<file path="src/rtl/romulus_tbc_ctrl_pkg.sv">
// Shared definitions for the Romulus TBC sequencer: FSM states and the SKINNY round-constant LFSR.
package romulus_tbc_ctrl_pkg;

    typedef enum logic [1:0] {
        ST_IDLE,
        ST_RUN,
        ST_CORR,
        ST_STEP
    } state_t;

    localparam int unsigned RC_W = 6;
    localparam logic [RC_W-1:0] RC_INIT = 6'h01;

    function automatic logic [RC_W-1:0] rc_next(input logic [RC_W-1:0] rc);
        return {rc[4:0], rc[5] ^ rc[4] ^ 1'b1};
    endfunction

endpackage

</file>
<file path="src/rtl/romulus_tbc_ctrl_rc_lfsr.sv">
// Combinational unroll of the round-constant LFSR: one 6-bit slice per round handled this clock,
// most significant slice first, plus the register value for the next clock.
module romulus_tbc_ctrl_rc_lfsr
    import romulus_tbc_ctrl_pkg::*;
#(
    parameter int unsigned RNDS_PER_CLK = 1,
    parameter int unsigned CNTW         = 6
) (
    input  logic [CNTW-1:0]              rc,
    output logic [CNTW*RNDS_PER_CLK-1:0] constant,
    output logic [CNTW-1:0]              rc_adv
);

    if (CNTW != RC_W) begin : g_bad_cntw
        $error("romulus_tbc_ctrl_rc_lfsr: CNTW must be 6");
    end

    logic [RC_W-1:0] r;

    always_comb begin
        constant = '0;
        r        = rc;
        for (int unsigned i = 0; i < RNDS_PER_CLK; i++) begin
            constant[(RNDS_PER_CLK-1-i)*CNTW +: CNTW] = r;
            r = rc_next(r);
        end
        rc_adv = r;
    end

endmodule

</file>
<file path="src/rtl/romulus_tbc_ctrl.sv">
// Sequencer for the Romulus datapath: one SKINNY TBC invocation followed by a tweakey
// correction cycle, or a standalone counter LFSR step; Moore outputs from registered state.
module romulus_tbc_ctrl
    import romulus_tbc_ctrl_pkg::*;
#(
    parameter int unsigned RNDS         = 40,
    parameter int unsigned RNDS_PER_CLK = 1,
    parameter int unsigned CNTW         = 6
) (
    input  logic                         clk,
    input  logic                         rst,
    input  logic                         start,
    input  logic                         cnt_step,
    output logic                         busy,
    output logic                         done,
    output logic                         sen,
    output logic                         senc,
    output logic                         xen,
    output logic                         xenc,
    output logic                         yen,
    output logic                         yenc,
    output logic                         zen,
    output logic                         zenc,
    output logic                         correct_cnt,
    output logic [CNTW*RNDS_PER_CLK-1:0] constant
);

    if (RNDS % RNDS_PER_CLK != 0) begin : g_bad_rpc
        $error("romulus_tbc_ctrl: RNDS must be a multiple of RNDS_PER_CLK");
    end

    localparam int unsigned NCYC = RNDS / RNDS_PER_CLK;
    localparam int unsigned CW   = (NCYC > 1) ? $clog2(NCYC) : 1;
    localparam logic [CW-1:0] LAST_CNT = CW'(NCYC - 1);

    state_t          state_q, state_d;
    logic [CW-1:0]   round_q;
    logic [CNTW-1:0] rc_q;
    logic [CNTW-1:0] rc_adv;
    logic            done_q;

    romulus_tbc_ctrl_rc_lfsr #(
        .RNDS_PER_CLK(RNDS_PER_CLK),
        .CNTW        (CNTW)
    ) u_rc_lfsr (
        .rc      (rc_q),
        .constant(constant),
        .rc_adv  (rc_adv)
    );

    always_ff @(posedge clk) begin
        if (rst) begin
            state_q <= ST_IDLE;
        end else begin
            state_q <= state_d;
        end
    end

    always_comb begin
        state_d = state_q;
        unique case (state_q)
            ST_IDLE: begin
                if (start) begin
                    state_d = ST_RUN;
                end else if (cnt_step) begin
                    state_d = ST_STEP;
                end
            end
            ST_RUN:  if (round_q == LAST_CNT) state_d = ST_CORR;
            ST_CORR: state_d = ST_IDLE;
            ST_STEP: state_d = ST_IDLE;
            default: state_d = ST_IDLE;
        endcase
    end

    // rc is reloaded on the IDLE->RUN edge so the first RUN cycle always presents round 1.
    always_ff @(posedge clk) begin
        if (rst) begin
            round_q <= '0;
            rc_q    <= RC_INIT;
            done_q  <= 1'b0;
        end else begin
            done_q <= (state_q == ST_CORR) || (state_q == ST_STEP);
            if (state_q == ST_RUN) begin
                round_q <= (round_q == LAST_CNT) ? '0 : round_q + 1'b1;
                rc_q    <= rc_adv;
            end else begin
                round_q <= '0;
                if (state_q == ST_IDLE && start) begin
                    rc_q <= RC_INIT;
                end
            end
        end
    end

    always_comb begin
        sen         = 1'b0;
        senc        = 1'b0;
        xen         = 1'b0;
        xenc        = 1'b0;
        yen         = 1'b0;
        yenc        = 1'b0;
        zen         = 1'b0;
        zenc        = 1'b0;
        correct_cnt = 1'b0;
        busy        = 1'b0;
        unique case (state_q)
            ST_RUN: begin
                sen  = 1'b1;
                senc = 1'b1;
                xen  = 1'b1;
                xenc = 1'b1;
                yen  = 1'b1;
                yenc = 1'b1;
                zen  = 1'b1;
                zenc = 1'b1;
                busy = 1'b1;
            end
            ST_CORR: begin
                xen  = 1'b1;
                yen  = 1'b1;
                zen  = 1'b1;
                busy = 1'b1;
            end
            ST_STEP: begin
                zen         = 1'b1;
                correct_cnt = 1'b1;
                busy        = 1'b1;
            end
            default: ;
        endcase
    end

    assign done = done_q;

endmodule
</file>
<file path="config.mk">
export PLATFORM = sky130hd
export DESIGN_NAME = romulus_tbc_ctrl
export DESIGN_NICKNAME = d
export VERILOG_FILES = /design/src/rtl/romulus_tbc_ctrl_pkg.sv /design/src/rtl/romulus_tbc_ctrl_rc_lfsr.sv /design/src/rtl/romulus_tbc_ctrl.sv
export SDC_FILE = /design/constraint.sdc
export NUM_CORES = 1
export LEC_CHECK = 0
export ABC_AREA = 1
export ABC_CLOCK_PERIOD_IN_PS = 1150
export CAP_MARGIN = 15
export CORE_MARGIN = 4
export CORE_UTILIZATION = 35
export DETAILED_ROUTE_END_ITERATION = 12
export PLACE_DENSITY = 0.75
export SLEW_MARGIN = 0
export SYNTH_ARGS = -nofsm -noshare
export SYNTH_HDL_FRONTEND = slang
export SYNTH_SLANG_ARGS = --single-unit
</file>
<file path="constraint.sdc">
create_clock -name clk -period 1.15 [get_ports clk]
set_input_delay 0.23 -clock clk [delete_from_list [all_inputs] [get_ports clk]]
set_output_delay 0.23 -clock clk [all_outputs]
set_load 0.01 [all_outputs]
</file>
## After elaboration in Yosys (flattened, before gate mapping)

Cells that the tools add are included.

- Equality and inequality tests: 6
- Add/sub/neg operators: 1
- Multiplexer cells: 10
- Reductions and logical operators: 9
- Bitwise operators: 3

Operator list:

| operator | number |
|---|---|
| 6-bit 2-to-1 mux | 2 |
| 6-bit by 1-bit adder with 6-bit output (second input constant) | 1 |
| 6-bit == test (second input constant) | 1 |
| 2-bit 2-to-1 mux | 3 |
| 2-bit one-hot mux with 3 select lines | 1 |
| 3-bit OR reduction | 2 |
| 2-bit == test (second input constant) | 2 |
| 1-bit 2-to-1 mux | 4 |
| 2-bit OR reduction | 2 |
| 3-bit != test (second input constant) | 1 |
| 2-bit by 1-bit == test with 1-bit output (second input constant) | 1 |
| 2-bit logical NOT | 1 |
| 2-bit by 1-bit != test with 1-bit output (second input constant) | 1 |
| 1-bit inverter | 2 |
| 2-bit AND reduction | 1 |
| 2-bit nonzero test | 1 |
| 1-bit logical AND | 1 |
| 1-bit logical OR | 1 |
| 1-bit XOR | 1 |

- Register bits after elaboration: 15
- Bits of input ports: 4
- Output and inout port bits: 17
- Logic and storage cells: 33

## Longest topological paths before layout

- Word-level depth: 4
- Mapped depth: 8
- Depth with buffers taken out: 8

## Modules after synthesis

Synthesis repeated with hierarchy kept, for this count alone.

- Cells, all modules: 106
- Area total of the unflattened synthesis: 850.8 um2

By module, submodules not included:

| module | cells each | instances | seq. area each (um2) | area each (um2) |
|---|---|---|---|---|
| romulus_tbc_ctrl | 90 | 1 | 300.3 | 749.5 |
| romulus_tbc_ctrl_rc_lfsr | 16 | 1 | 0.0 | 101.3 |

## Worst setup path before layout

Ideal clock, no wire load.

- Kind: register to register
- Start: register state_q[1]
- End: register round_q[3]
- Path buffers: 1
- Data arrival time: 1222 ps
- Cell stages (with the launch flop): 8
- Path slack: -145 ps
- Data required time: 1077 ps
- Library setup time: 73 ps
- Clock period less this slack: 1295 ps
- Path through: dfxtp_1 > inv_1 > ha_1 > buf_6 > inv_2 > nor2_4 > nand2_2 > nor3b_2

- Longest elaborated chain between the ends: 3

Ends and longest elaborated chain:

| what | line | RTL |
|---|---|---|
| from (decl) | romulus_tbc_ctrl.sv:36 | `state_t state_q, state_d;` |
| from (signal assigned) | romulus_tbc_ctrl.sv:55 | `state_q <= state_d;` |
| 2-bit by 1-bit == test with 1-bit output | romulus_tbc_ctrl.sv:84 | `if (state_q == ST_RUN) begin` |
| 1-bit inverter (no line) | - |  |
| 3-bit OR reduction (no line) | - |  |
| to (signal assigned) | romulus_tbc_ctrl.sv:85 | `round_q <= (round_q == LAST_CNT) ? '0 : round_q + 1'b1;` |
| to (decl) | romulus_tbc_ctrl.sv:37 | `logic [CW-1:0] round_q;` |

No other way between the ends.
A chain may end at the register's enable or synchronous reset.

## Final worst setup path

- Start: register state_q[0]
- End: output port correct_cnt

- Longest elaborated chain between the ends: 2

Ends and longest elaborated chain:

| what | line | RTL |
|---|---|---|
| 2-bit == test | romulus_tbc_ctrl.sv:107 | `unique case (state_q)` |
| 1-bit 2-to-1 mux | romulus_tbc_ctrl.sv:107 |  |
| to (decl) | romulus_tbc_ctrl.sv:24 | `output logic correct_cnt,` |

No other way between the ends.

==> flow_summary.json <==
{
  "status": "finished with violations",
  "violations": "negative setup slack",
  "syn_area_um2": 752,
  "start_util_pct": 37.6,
  "ys_seq_elements": 15,
  "layout-drive-gt1-share_pct": 64.3,
  "setup_ws_ns": -0.213,
  "internal_power_uw": 1870,
  "final_common_cell": "buf_6",
  "dpl.hpwl_mm": 1.21,
  "crit_path_start_kind": "register",
  "area_growth_pct": 73.5,
  "seq_power_share_pct": 22.1,
  "viasPerCell": 4.50,
  "die_area_um2": 2950,
  "numCtsBuffers": 3,
  "switching_share_pct": 41.4,
  "cts_root_buffer": "clkbuf_4",
  "routed_wl_mm": 2.01,
  "clock_power_share_pct": 10.0,
  "placementRows": 16,
  "worstPathRequired_ns": 0.92,
  "synth_cells": 95,
  "finalSetupViolCount": 24,
  "antenna_found_initial": 0,
  "fin_nets": 137,
  "vias": 688,
  "drt-initial-drc-count": 5,
  "yosysSeqAreaShare_pct": 39.9,
  "skew_ns": 0.00369,
  "dieHeight_um": 54.4,
  "fin_cells": 153,
  "crit_fanout": 3,
  "ys_types": 19,
  "antenna_left": 0,
  "yosysWarningCount": 0,
  "port-buffer-count": 20,
  "synth_nets": 105,
  "p_per_area_nw_per_um2": 2450,
  "overflow": 0,
  "most-common-layout-cells": "buf_6 (18), nand2_1 (11), dfxtp_1 (10), nand2_4 (9), a21oi_2 (9)",
  "power_leakage_uw": 0.000552,
  "endpoint_kind": "output pin",
  "crit_type": "register to output pin",
  "final_util_pct": 65.2,
  "worst_slew_pin_slew_ns": 0.201,
  "p_sw_uw": 1320,
  "peakVddDrop_mv": 2.10,
  "netlist.area_leader.share_pct": 39.9,
  "clk_transition_reported_paths_ns": 0.09,
  "grt_pass1_wl_mm": 3.09,
  "grt_max_degree": 9,
  "slew_viol_final": 0,
  "clockBufferDepth": 2,
  "drv_cap": 0,
  "min-delay-path-class": "register to register",
  "grt.total_usage_pct": 14.2,
  "period_needed_ns": 1.36,
  "rsz0062_at_grt": "yes",
  "synth_area_per_cell_um2": 7.92,
  "max_freq_mhz": 734,
  "period_share_pct": 119,
  "clk_latency_ns": 0.29,
  "avgRoutedWirePerCell_um": 13.1,
  "yosys.area.top_type": "dfxtp_1",
  "tritoncts": "done",
  "place_congestion": 0.763,
  "arrival_ns": 1.13,
  "final-hold-violation-count": 0,
  "combPwrFrac_pct": 67.9,
  "grt_pass1_vias": 725,
  "dr.pass1.iters": 2,
  "ys_top_cells_by_area": "dfxtp_1 (40%), nand2_1 (11%), ha_1 (10%)",
  "core_area_um2": 2000,
  "die_w_um": 54.4,
  "boundaryPins": 21,
  "maxSlewHeadroom_pct": 86.6,
  "h-tree-depth": 1,
  "drc_errors": 0,
  "cts_sinks": 15,
  "n_antenna_cell": 0,
  "dpl.cell_count": 144
}
worst max-delay path, cell delays in order (launching register included):
cell and delay, ns:
dfxtp_2 0.35, buf_6 0.12, buf_6 0.11, ha_4 0.15
buf_6 0.11
cell type report:
cell class                 instances  area, um2
fill                             155        697
sequential                        15        307
multi-input combinational         62        538
tap                               27       33.8
clock buffer                       4       26.3
inverter                          10       62.6
timing repair buffer              35        338
cell families after synthesis:
logic type      after synthesis  share of synthesized area, %
simple gates                 44                          27.6
flops                        15                          39.9
compound gates               10                          6.65
buf+inv                      18                          13.5
fa+ha+maj                     6                          9.98
xor+xnor                      2                          2.33
state kept, by name, indices dropped and copies added, names as in the netlist:
signal,count
rc_q,6
round_q,6
state_q,2
done,1
per-stage QoR:
stage                     worst slack [ns]  cell area [um2]  power, uW  hold slack (ns)  TNS, ns
after floorplan                    0.00694              779       1540            0.418        0
after global placement              -0.250             1020       1990            0.429    -3.23
after detailed placement            -0.283             1020       2040            0.438    -3.85
after CTS                           -0.211             1220       2880            0.452    -2.20
after global routing                -0.247             1310       3360            0.496    -4.12
final                               -0.213             1310       3190            0.460    -2.84
power by group through the flow:
stage / combinational (uW) / sequential [uW] / clock [uW]
2_1_floorplan: 834 / 705 / 0
3_3_place_gp: 1310 / 672 / 0
3_5_place_dp: 1360 / 675 / 0
4_1_cts: 1890 / 678 / 304
5_1_grt: 2290 / 718 / 345
6_report: 2170 / 704 / 319
worst paths after layout:
| check | start | end | slack, ns | cells past startpoint |
|---|---|---|---|---|
| worst max-delay path | state_q[0]$_SDFFE_PP0P_ | correct_cnt | -0.21 | 4 |
| worst min-delay path | round_q[0]$_SDFF_PP0_ | round_q[0]$_SDFF_PP0_ | 0.46 | 1 |
| worst max register to register | state_q[0]$_SDFFE_PP0P_ | round_q[3]$_SDFF_PP0_ | -0.15 | 7 |
| worst min register to register | round_q[0]$_SDFF_PP0_ | round_q[0]$_SDFF_PP0_ | 0.46 | 1 |
repair_timing:
item | 4_1_cts | 5_1_grt
setup buffers | 5 | 0
pin swaps | 15 | 13
setup endpoints to repair | 31 | 31
hold buffers | 0 | 0
resized for setup | 95 | 40
synth_stat cells:
cell / n
nand3b_1: 1
xnor2_1: 2
a21oi_1: 9
nor3b_2: 1
inv_2: 3
inv_1: 7
nand2_2: 2
dfxtp_1: 15
ha_1: 6
nor2_1: 12
nand2_1: 22
nand3_2: 1
o21ai_0: 1
nand3_1: 2
nor2_2: 1
nor2_4: 1
nor3_2: 1
buf_6: 1
buf_4: 7
per-layer routing:
metal,track usage [%],vias up,wire [um]
met5,0,-,0
met3,0.817,2,48
li1,-,351,-
met4,4.98,0,17
met1,15.5,323,750
met2,28.3,12,1200
Power figures use the tool's default switching activity.
